==> src/rtl/systolic_drain.sv <==
// Bottom-edge result drain for an N x N output-stationary systolic array.
// Define SYSTOLIC_DRAIN_BOTTOM_FIRST_EN to stream rows bottom-first instead of top-first.
module systolic_drain #(
    parameter int N  = 4,
    parameter int DW = 8,
    parameter int RW = (N > 1) ? $clog2(N) : 1
) (
    input  logic            clk,
    input  logic            reset,
    input  logic            start,
    input  logic [N*DW-1:0] col_in,
    output logic            through,
    output logic            busy,
    output logic            out_valid,
    input  logic            out_ready,
    output logic [N*DW-1:0] out_data,
    output logic [RW-1:0]   out_row,
    output logic            done
);

    typedef enum logic [1:0] {
        S_IDLE,
        S_DRAIN,
        S_SEND,
        S_DONE
    } state_t;

    localparam logic [RW-1:0] LAST = RW'(N - 1);

    state_t            state_q, state_d;
    logic [RW-1:0]     cap_q, cap_d;
    logic [RW-1:0]     snd_q, snd_d;
    logic [N*DW-1:0]   row_buf_q [N];
    logic [N*DW-1:0]   row_buf_d [N];
    logic              through_q, through_d;
    logic              busy_q, busy_d;
    logic              out_valid_q, out_valid_d;
    logic [N*DW-1:0]   out_data_q, out_data_d;
    logic [RW-1:0]     out_row_q, out_row_d;
    logic              done_q, done_d;
    logic [RW-1:0]     cap_idx;
    logic [RW-1:0]     send_idx;

    always_comb begin
        state_d     = state_q;
        cap_d       = cap_q;
        snd_d       = snd_q;
        row_buf_d   = row_buf_q;
        through_d   = through_q;
        busy_d      = busy_q;
        out_valid_d = out_valid_q;
        done_d      = 1'b0;
        cap_idx     = LAST - cap_q;

        case (state_q)
            S_IDLE: begin
                if (start) begin
                    state_d   = S_DRAIN;
                    cap_d     = '0;
                    through_d = 1'b1;
                    busy_d    = 1'b1;
                end
            end
            // The k-th drain cycle presents array row N-1-k at the bottom edge.
            S_DRAIN: begin
                row_buf_d[cap_idx] = col_in;
                cap_d              = cap_q + RW'(1);
                if (cap_q == LAST) begin
                    state_d     = S_SEND;
                    snd_d       = '0;
                    through_d   = 1'b0;
                    out_valid_d = 1'b1;
                end
            end
            S_SEND: begin
                if (out_ready) begin
                    if (snd_q == LAST) begin
                        state_d     = S_DONE;
                        out_valid_d = 1'b0;
                        done_d      = 1'b1;
                    end else begin
                        snd_d = snd_q + RW'(1);
                    end
                end
            end
            default: begin
                state_d = S_IDLE;
                busy_d  = 1'b0;
            end
        endcase

`ifdef SYSTOLIC_DRAIN_BOTTOM_FIRST_EN
        send_idx = LAST - snd_d;
`else
        send_idx = snd_d;
`endif

        // Look through the buffer's next value: row 0 lands on the same edge SEND begins.
        if (out_valid_d) begin
            out_data_d = row_buf_d[send_idx];
            out_row_d  = send_idx;
        end else begin
            out_data_d = '0;
            out_row_d  = '0;
        end
    end

    always_ff @(posedge clk or posedge reset) begin
        if (reset) begin
            state_q     <= S_IDLE;
            cap_q       <= '0;
            snd_q       <= '0;
            row_buf_q   <= '{default: '0};
            through_q   <= 1'b0;
            busy_q      <= 1'b0;
            out_valid_q <= 1'b0;
            out_data_q  <= '0;
            out_row_q   <= '0;
            done_q      <= 1'b0;
        end else begin
            state_q     <= state_d;
            cap_q       <= cap_d;
            snd_q       <= snd_d;
            row_buf_q   <= row_buf_d;
            through_q   <= through_d;
            busy_q      <= busy_d;
            out_valid_q <= out_valid_d;
            out_data_q  <= out_data_d;
            out_row_q   <= out_row_d;
            done_q      <= done_d;
        end
    end

    assign through   = through_q;
    assign busy      = busy_q;
    assign out_valid = out_valid_q;
    assign out_data  = out_data_q;
    assign out_row   = out_row_q;
    assign done      = done_q;

endmodule

==> config.mk <==
export PLATFORM = sky130hd
export DESIGN_NAME = systolic_drain
export DESIGN_NICKNAME = d
export VERILOG_FILES = /design/src/rtl/systolic_drain.sv
export SDC_FILE = /design/constraint.sdc
export NUM_CORES = 1
export LEC_CHECK = 0
export ABC_AREA = 1
export BUFFER_PORTS_ARGS = -buffer_cell sky130_fd_sc_hd__buf_4
export CORE_MARGIN = 5
export CORE_UTILIZATION = 30
export CTS_CLUSTER_DIAMETER = 50
export DETAILED_ROUTE_END_ITERATION = 10
export SLEW_MARGIN = 20
export SYNTH_ARGS = -nofsm -noshare
export SYNTH_HDL_FRONTEND = slang
export SYNTH_SLANG_ARGS = --single-unit
==> constraint.sdc <==
create_clock -name clk -period 5.8 [get_ports clk]
set_input_delay 1.16 -clock clk [delete_from_list [all_inputs] [get_ports clk]]
set_output_delay 1.16 -clock clk [all_outputs]
set_load 0.01 [all_outputs]
==> impl_metrics.toml, run 1 <==
[sta]
max_freq_mhz = 299
fin_tns_setup_ns = 0
finalCritPeriodShare_pct = 57.7
fin_hold_ws_ns = 0.470
slew_headroom_pct = 27.6
finClkSkew_ns = 0.0131
rsz0062_at_grt = "no"
worst_slew_pin_slew_ns = 1.09
final_hold_viol_count = 0
setup_violations = 0
maxSlewViolCount = 0
period_needed_ns = 3.35

[floorplanning]
num_rows = 60
initial_core_util_pct = 30.4
design.core.area_sq_um = 26900
ios = 74
die-area_sq_um = 30600
die_y_microns = 175
die_w_microns = 175

[logic_synthesis]
synthArstFlopShare_pct = 100
yosys-top-cells-area = "dfrtp_1 53%, nand2_1 17%, nand3_1 10%, inv_1 7.9%, o21ai_0 3.1%"
synth_top_area_share_pct = 52.7
synth-seq-area-share_pct = 52.7
ys_ff_latch = 172
ys.warnings.count = 0
postSynthCellCount = 1068
yosysUniqueCellTypes = 20
syn_area_sq_um = 8160
synth_common_cells = "366 x nand2_1, 172 x dfrtp_1, 171 x inv_1"
synth_edf_count = 0
yosys.area.top_type = "dfrtp_1"
synth_flop_cell = "dfrtp_1"
synth_nets = 1112
synth_area_per_cell_sq_um = 7.64
yosysMostFrequentCell = "nand2_1"

[job]
max-cap-violations = 0

[run_status]
status = "complete, no violations"

[cts]
postCtsHoldBufs = 0
clockRootBuffer = "clkbuf_16"
cts_buffers = 17
post_cts_buffers = 0
tritoncts = "built"
ctsResizeCount = 0
clk_pin_slew_ns = 0.07
cts_sinks = 172
clk_latency_ns = 0.43
ctsHtreeMaxLevel = 4
clockBufferDepth = 2

[setup_path]
required_ns = 6.14
path_cells = "ha_2 -> inv_2 -> nand2_2 -> nand2_1 -> nand2_2 -> buf_4 -> nand2_2 -> buf_4 -> nand2_1 -> nand2_1 -> nand2_1 -> nand2_1 -> nor2_1"
r2r_cells = 13
start_kind = "flip-flop"
cpPeakStageDelay_ns = 0.75
r2r-end = "out_data[0]$_DFF_PP0_"
ff2ff_setup_slack_ns = 2.45
path_class = "reg2reg"
crit_fanout = 66
cp-end-kind = "flip-flop"
path_delay_family = "buffers and inverters"
cp_num_buf_inv = 3
crit_slowest_cell = "ha_2"
r2r-start = "cap_q[0]$_DFFE_PP0P_"
crit_arrival_ns = 3.68
cp_common_cell = "nand2_1"

[power_and_ir_drop]
power_w = 0.00514
power_density_nw_per_um2 = 542
p_leak_nw = 5.33
peakVddDrop_uv = 235

[min_path]
hold_path_end = "row_buf_q[118]$_DFF_PP0_"
hold_class = "reg2reg"
hold-path-cell-count = 2
worstHoldStart = "row_buf_q[118]$_DFF_PP0_"

[route]
post-route-drc-count = 0
drtIter0Drc = 629
routedWlPerCell_microns = 14.0
ant_nets = 0
wl_mm = 20.4
vias = 6566
dr.pass1.iters = 6
drt-vias-per-instance = 4.51

[place]
dp.cells = 1424
place_congestion = 0.763
dp_hpwl_mm = 11.6
port_buffers = 73

[grt]
grt_max_degree = 173
grt_pass1_vias = 6347
antenna_found_initial = 0
grt_usage_pct = 13.6
overflow = 0
grt_pass1_wl_mm = 33.8

[final_layout]
layout.filler_cells = 2832
regArea_sq_um = 4300
final_nets = 1146
final_cells = 1456
area_growth_pct = 16.4
multiInputGateArea_sq_um = 2910
antenna_cells = 0
post-route-util_pct = 35.3
drive_gt1_share_pct = 11.4
==> power breakdown <==
group | switching (W) | leakage [nW] | internal [W]
sequential | 0.000139 | 2.04 | 0.00169
combinational | 0.00142 | 3.00 | 0.000744
clock | 0.000493 | 0.287 | 0.000662
total | 0.00205 | 5.33 | 0.00309
==> kinds of logic (layout without fill, tap and decap cells) <==
group	Yosys count	in the layout	share of synthesized area, %
AOI/OAI and AO/OA	76	76	4.83
adders and majority gates	8	8	1.23
buffers and inverters	237	284	12.0
DFF	172	172	52.7
and+or+nand+nor	575	575	29.2
==> state kept, by name, summed over array words and instances, names as in the netlist <==
| name | flops |
|---|---|
| row_buf_q | 128 |
| cap_q | 2 |
| state_q | 2 |
| out_data | 32 |
| out_row | 2 |
| snd_q | 2 |
| out_valid | 1 |
| through | 1 |
| busy | 1 |
| done | 1 |
==> metal layers <==
| metal | GRT usage, % | up-vias | part of all wire (%) |
|---|---|---|---|
| li1 | - | 3319 | - |
| met2 | 21.5 | 145 | 46 |
| met4 | 3.76 | 0 | 0.94 |
| met3 | 3.09 | 18 | 4.9 |
| met5 | 0 | - | 0 |
| met1 | 18.7 | 3084 | 48 |
==> how the worst max path moves through the flow <==
stage / slack, ns / cells past startpoint / to / startpoint
after floorplan: 2.44 / 1 / busy$_DFFE_PP0P_ / reset
after CTS: 2.44 / 13 / out_data[0]$_DFF_PP0_ / cap_q[0]$_DFFE_PP0P_
final: 2.45 / 13 / out_data[0]$_DFF_PP0_ / cap_q[0]$_DFFE_PP0P_
after detailed placement: 2.42 / 12 / out_data[0]$_DFF_PP0_ / out_ready
after global placement: 2.43 / 12 / out_data[28]$_DFF_PP0_ / out_ready
after global routing: 2.11 / 13 / out_data[28]$_DFF_PP0_ / cap_q[1]$_DFFE_PP0P_
==> placed cells by master (no fill, tap or decap), types with 4 or more instances in the layout <==
master and instances:
clkbuf_16 17, a21oi_1 4, buf_4 78, inv_1 170
nand2_1 361, nor2_1 38, dfrtp_1 172, nand2_2 7
ha_1 5, nand3_1 165, o21ai_1 20, o21ai_0 50
==> through the flow <==
stage          setup slack, ns  area, sq um
2_1_floorplan             2.44         8170
3_3_place_gp              2.43         8900
3_5_place_dp              2.42         8900
4_1_cts                   2.44         9500
5_1_grt                   2.11         9500
6_report                  2.45         9500
==> final cells by class <==
class | count | share of cell area, %
clock buffer | 20 | 4.81
clock inverter | 12 | 1.45
inverter | 173 | 6.88
multi-input combinational | 659 | 30.7
sequential | 172 | 45.3
tap | 341 | 4.49
timing repair buffer | 79 | 6.38
==> tightest hold or removal path: stages (launching register included) <==
cell and delay, ns:
dfrtp_1 0.32, nand2_1 0.05, nand2_1 0.07
No activity file was read; power rests on OpenSTA's default activity.
==> inputs of run 2 (changes only) <==
--- a/config.mk
+++ b/config.mk
@@ -5,7 +5,7 @@
 export SDC_FILE = /design/constraint.sdc
 export NUM_CORES = 1
 export LEC_CHECK = 0
-export ABC_AREA = 1
+export ABC_AREA = 0
 export BUFFER_PORTS_ARGS = -buffer_cell sky130_fd_sc_hd__buf_4
 export CORE_MARGIN = 5
 export CORE_UTILIZATION = 30
==> constraint.sdc (replaced) <==
create_clock -name clk -period 3.4 [get_ports clk]
set_input_delay 0.68 -clock clk [delete_from_list [all_inputs] [get_ports clk]]
set_output_delay 0.68 -clock clk [all_outputs]
set_load 0.01 [all_outputs]
==> run 2 against run 1 <==
Net effect:
- sequential cell count unchanged
- first-iteration DRC count down 76%
- count of clock-buffer cells in the layout fell by 2
- sequential power increased by 77%
- largest power group unchanged
- largest cell class unchanged
- clock skew shrank 0.0038 ns
- area after synthesis shrank 8.5%
- global-route usage is 1.2 points lower
- via count decreased by 34%
- power grew 67%
- sequential share of layout area increased by 2.5 points
- design area decreased by 5.2%
- maximum frequency is 30% higher
==> impl_metrics.toml, run 2 <==
[power_and_ir_drop]
peakVddDrop_uv = 342
p_leak_nw = 3.97
power_density_nw_per_um2 = 954
comb_power_share_pct = 39.5
pwr-share-seq_pct = 37.5
switching_power_w = 0.00264
swShare_pct = 30.7
clkPwrFrac_pct = 22.9
cell_internal_pwr_w = 0.00596

[cts]
cts_sinks = 172
ctsResizeCount = 0
ctsHtreeMaxLevel = 4
cts_buffers = 17
tritoncts = "built"
post_cts_buffers = 0
clockRootBuffer = "clkbuf_16"
clockBufferDepth = 2
postCtsHoldBufs = 0
clk_latency_ns = 0.42
clk_pin_slew_ns = 0.07

[run_status]
status = "complete, no violations"

[setup_path]
ff2ff_setup_slack_ns = 0.83
required_ns = 3.74
crit_fanout = 21
r2r_cells = 7
path_class = "reg2reg"
start_kind = "flip-flop"
crit_arrival_ns = 2.91
r2r-end = "out_data[16]$_DFF_PP0_"
cp-end-kind = "flip-flop"
r2r-start = "state_q[0]$_DFFE_PP0P_"

[sta]
setup_violations = 0
finalCritPeriodShare_pct = 75.6
finClkSkew_ns = 0.00930
max_freq_mhz = 389
fin_tns_setup_ns = 0
rsz0062_at_grt = "no"
maxSlewViolCount = 0
fin_hold_ws_ns = 0.293
final_hold_viol_count = 0
worst_slew_pin_slew_ns = 0.558
period_needed_ns = 2.57
slew_headroom_pct = 62.8

[route]
drtIter0Drc = 149
drt-vias-per-instance = 4.72
post-route-drc-count = 0
dr.pass1.iters = 4
wl_mm = 16.7
routedWlPerCell_microns = 18.1
vias = 4363
ant_nets = 0

[floorplanning]
design.core.area_sq_um = 24400
ios = 74
initial_core_util_pct = 30.6
die_w_microns = 168
num_rows = 57
die-area_sq_um = 28100
die_y_microns = 168

[logic_synthesis]
synth_edf_count = 0
ys.warnings.count = 0
postSynthCellCount = 512
yosys-top-cells-area = "dfrtp_1 58%, mux2_2 20%, mux2_4 5.6%, a32o_1 4.4%, nand2b_1 2.9%"
synth_area_per_cell_sq_um = 14.6
synth_common_cells = "172 x dfrtp_1, 133 x mux2_2, 35 x nand2b_1"
synth_top_area_share_pct = 57.6
synthArstFlopShare_pct = 100
ys_ff_latch = 172
synth-seq-area-share_pct = 57.6
synth_flop_cell = "dfrtp_1"
yosysMostFrequentCell = "dfrtp_1"
yosys.area.top_type = "dfrtp_1"
syn_area_sq_um = 7470
synth_nets = 556
yosysUniqueCellTypes = 34

[final_layout]
final_common_cell = "dfrtp_1"
layout.filler_cells = 2329
antenna_cells = 0
largest_register_ffs = 128
final_cell_mix = "172 x dfrtp_1, 133 x mux2_2, 86 x buf_4"
area_growth_pct = 20.6
regMostFlops = "row_buf_q"
drive_gt1_share_pct = 48.7
final_cells = 924
final_nets = 632

[min_path]
hold_class = "in2async"

[grt]
grt_pass1_vias = 4798
grt_usage_pct = 12.3
overflow = 0
grt_pass1_wl_mm = 27.3
antenna_found_initial = 0
grt_max_degree = 88

[place]
port_buffers = 73
dp.cells = 893
dp_hpwl_mm = 11.0
place_congestion = 0.751

[job]
max-cap-violations = 0
==> run 2: cell count changes after synthesis, sizes merged, moves of 33 or more <==
cell / change
a32o: +33
inv: -164
mux2: +161
nand2: -362
nand2b: +35
nand3: -164
nor2: -34
o21ai: -67
==> run 2: final cells by class <==
cell class	count	area, sq um	area share, %
tap	324	405	4.50
clock buffer	18	439	4.88
timing repair buffer	88	686	7.61
clock inverter	13	155	1.72
sequential	172	4300	47.8
multi-input combinational	300	2980	33.1
inverter	9	38.8	0.431
==> run 2: how the worst max path moves through the flow <==
stage | startpoint | endpoint | slack, ns | depth (start not counted)
after floorplan | reset | busy$_DFFE_PP0P_ | 0.52 | 1
after global placement | state_q[1]$_DFFE_PP0P_ | out_data[12]$_DFF_PP0_ | 0.85 | 7
after detailed placement | state_q[1]$_DFFE_PP0P_ | out_data[16]$_DFF_PP0_ | 0.82 | 7
after CTS | state_q[1]$_DFFE_PP0P_ | out_data[16]$_DFF_PP0_ | 0.81 | 7
after global routing | state_q[0]$_DFFE_PP0P_ | out_data[16]$_DFF_PP0_ | 0.67 | 7
final | state_q[0]$_DFFE_PP0P_ | out_data[16]$_DFF_PP0_ | 0.83 | 7
==> run 2: worst max-delay path, cell delays in order, from the launching register on <==
cell	delay [ns]
dfrtp_1	0.38
inv_1	0.10
ha_1	0.47
a41oi_1	0.17
a31oi_1	0.36
and2_2	0.43
buf_4	0.36
a32o_1	0.23
==> run 2: layer usage <==
layer / global-route usage, % / vias to the layer above / part of all wire, % / routed length [microns]
li1: - / 1963 / - / -
met1: 15.7 / 2297 / 45 / 7490
met2: 20.6 / 81 / 50 / 8430
met3: 3.44 / 22 / 3.5 / 578
met4: 3.53 / 0 / 1.4 / 233
met5: 0 / - / 0 / 0
==> run 2: cell families (layout without fill, tap and decap cells) <==
| group | count (synthesis) | in the layout | share of synthesized area, % |
|---|---|---|---|
| AO/OA/AOI/OAI | 46 | 46 | 5.73 |
| multiplexers | 162 | 162 | 25.8 |
| adder cells (fa/ha/maj) | 8 | 8 | 1.34 |
| AND/OR/NAND/NOR | 83 | 83 | 6.60 |
| buffers and inverters | 40 | 128 | 2.75 |
| flip-flops | 172 | 172 | 57.6 |
| XOR/XNOR | 1 | 1 | 0.117 |
==> run 2: per-stage QoR <==
| stage | setup WS (ns) | power (W) | cell area, sq um | util [%] |
|---|---|---|---|---|
| finish | 0.831 | 0.00859 | 9000 | 36.9 |
| global route | 0.672 | 0.00915 | 9000 | 36.9 |
| CTS | 0.810 | 0.00871 | 9000 | 36.9 |
| detailed placement | 0.816 | 0.00669 | 8410 | 34.5 |
| global placement | 0.854 | 0.00648 | 8410 | 34.5 |
| floorplan | 0.523 | 0.00582 | 7470 | - |
==> run 2: power by group through the flow <==
stage / sequential [W] / clock (W) / combinational (W)
6_report: 0.00323 / 0.00197 / 0.00340
4_1_cts: 0.00323 / 0.00203 / 0.00345
2_1_floorplan: 0.00321 / 0 / 0.00261
3_5_place_dp: 0.00327 / 0 / 0.00343
3_3_place_gp: 0.00321 / 0 / 0.00327
5_1_grt: 0.00330 / 0.00213 / 0.00373
==> inputs of run 3 (changes only) <==
--- a/config.mk
+++ b/config.mk
@@ -5,7 +5,7 @@
 export SDC_FILE = /design/constraint.sdc
 export NUM_CORES = 1
 export LEC_CHECK = 0
-export ABC_AREA = 0
+export ABC_AREA = 1
 export BUFFER_PORTS_ARGS = -buffer_cell sky130_fd_sc_hd__buf_4
 export CORE_MARGIN = 5
 export CORE_UTILIZATION = 30
==> constraint.sdc (replaced) <==
create_clock -name clk -period 2.1 [get_ports clk]
set_input_delay 0.42 -clock clk [delete_from_list [all_inputs] [get_ports clk]]
set_output_delay 0.42 -clock clk [all_outputs]
set_load 0.01 [all_outputs]
==> run 3 against run 2 <==
Net effect:
- via count is 57% higher
- clock power rose by 72%
- global-route usage up 2.1 points
- maximum frequency rose by 32%
- hold slack worse by 0.28 ns
- non-clock buffer count is 27 higher
- clock skew grew 0.0014 ns
- core utilization rose by 0.18 points
- sequential cell count unchanged
- die area grew 8.7%
- first-iteration DRC count grew to 3.8 times the previous value
- power increased by 74%
==> impl_metrics.toml, run 3 (synthesis results as in run 1) <==
[final_layout]
area_growth_pct = 22.1
final_nets = 1182
regMostFlops = "row_buf_q"
drive_gt1_share_pct = 14.2
final_cell_mix = "361 x nand2_1, 172 x dfrtp_1, 170 x inv_1"
final_common_cell = "nand2_1"
antenna_cells = 0
largest_register_ffs = 128
layout.filler_cells = 2812

[route]
vias = 6843
ant_nets = 0
routedWlPerCell_microns = 14.6
post-route-drc-count = 0
wl_mm = 21.7
dr.pass1.iters = 5
drtIter0Drc = 559
drt-vias-per-instance = 4.59

[setup_path]
crit_slowest_cell = "dfrtp_1"
start_kind = "flip-flop"
required_ns = 2.45
crit_arrival_ns = 2.30
cpPeakStageDelay_ns = 0.40
path_class = "reg2reg"
path_cells = "inv_1 -> ha_4 -> buf_4 -> nand3_1 -> nand2_1 -> nand3_1 -> nand3_1 -> nand2_1 -> nor2_1"
crit_fanout = 29
cp_common_cell = "nand3_1"
cp-end-kind = "flip-flop"

[power_and_ir_drop]
comb_power_share_pct = 43.6
cell_internal_pwr_w = 0.00914
clkPwrFrac_pct = 22.6
power_density_nw_per_um2 = 1500
switching_power_w = 0.00582
swShare_pct = 38.9
p_leak_nw = 5.59
power_w = 0.0150
pwr-share-seq_pct = 33.8
peakVddDrop_uv = 597

[floorplanning]
die_w_microns = 175
ios = 74
initial_core_util_pct = 30.4
num_rows = 60
design.core.area_sq_um = 26900
die_y_microns = 175
die-area_sq_um = 30600

[grt]
grt_usage_pct = 14.4
grt_max_degree = 53
overflow = 0
antenna_found_initial = 0
grt_pass1_vias = 6740
grt_pass1_wl_mm = 35.8

[sta]
final_hold_viol_count = 0
finClkSkew_ns = 0.0107
slew_headroom_pct = 69.3
period_needed_ns = 1.95
rsz0062_at_grt = "no"
setup_violations = 0
finalCritPeriodShare_pct = 92.7
fin_hold_ws_ns = 0.0124
max_freq_mhz = 514
worst_slew_pin_slew_ns = 0.459
maxSlewViolCount = 0

[place]
port_buffers = 73
place_congestion = 0.780
dp_hpwl_mm = 14.0

[cts]
clk_latency_ns = 0.43
postCtsHoldBufs = 0
cts_sinks = 172
clockRootBuffer = "clkbuf_16"
cts_buffers = 17
tritoncts = "built"
clockBufferDepth = 2
ctsHtreeMaxLevel = 4
clk_pin_slew_ns = 0.07

[min_path]
hold_class = "in2async"

[job]
max-cap-violations = 0

[run_status]
status = "complete, no violations"
run 3: cell types whose count changed in the layout (fill, tap and decap cells not counted), sizes merged, moves of 4 or more:
cell	previous run	this run
a21oi	1	5
a32o	33	0
buf	88	115
inv	15	173
mux2	161	0
nand2	8	370
nand2b	35	0
nand3	1	165
nor2	4	38
o21ai	3	70
or2	29	1
run 3: final timing paths:
path	end	slack, ns	cells past startpoint	from
min in group clk	row_buf_q[98]$_DFF_PP0_	0.26	3	col_in[2]
setup reg to reg	out_data[18]$_DFF_PP0_	0.15	9	state_q[1]$_DFFE_PP0P_
hold reg to reg	row_buf_q[109]$_DFF_PP0_	0.47	2	row_buf_q[109]$_DFF_PP0_
hold / removal	row_buf_q[11]$_DFF_PP0_	0.01	2	reset
setup / recovery	out_data[18]$_DFF_PP0_	0.15	9	state_q[1]$_DFFE_PP0P_
max in group asynchronous	row_buf_q[20]$_DFF_PP0_	1.49	3	reset
run 3: timing repair:
action,4_1_cts,5_1_grt
gates resized for setup,0,2
endpoints found under the hold margin,0,0
buffers inserted,0,3
endpoints found under the setup margin,0,21
run 3: through the flow:
stage	cell area, sq um	worst slack, ns	std cells	setup TNS, ns	util [%]
finish	9970	0.153	1491	0	37.1
global route	9970	0.0237	1491	0	37.1
CTS	9930	0.103	1488	0	37.0
detailed placement	9310	0.143	1457	0	34.6
global placement	9310	0.156	1457	0	34.6
floorplan	8170	-0.517	1068	-88.87	-
run 3: power groups by stage:
stage                     clock network [W]  registers, W  logic (W)
final                               0.00338       0.00505    0.00652
after global routing                0.00360       0.00518    0.00748
after CTS                           0.00346       0.00506    0.00648
after detailed placement                  0       0.00511    0.00643
after global placement                    0       0.00507    0.00636
after floorplan                           0       0.00505    0.00476
run 3: per-layer routing:
layer / global-route usage (%) / wire [microns] / vias to the layer above
li1: - / - / 3404
met1: 20.1 / 10400 / 3240
met2: 22.9 / 10000 / 177
met3: 3.25 / 1070 / 22
met4: 3.76 / 234 / 0
met5: 0 / 0 / -
run 3: layout make-up:
class | instances | area (sq um) | area share [%]
multi-input cells | 659 | 2930 | 29.4
flip-flops and latches | 172 | 4300 | 43.2
clock inverters | 11 | 165 | 1.66
repair buffers | 115 | 1040 | 10.4
inverters | 173 | 653 | 6.55
well taps | 341 | 427 | 4.28
clock buffers | 20 | 457 | 4.58
run 3: worst max-delay path, delay by kind of cell, from the launching register on:
kind,cells,cell delay [ns]
simple gates,6,0.63
buf+inv,2,0.55
flops,1,0.40
fa+ha+maj,1,0.27
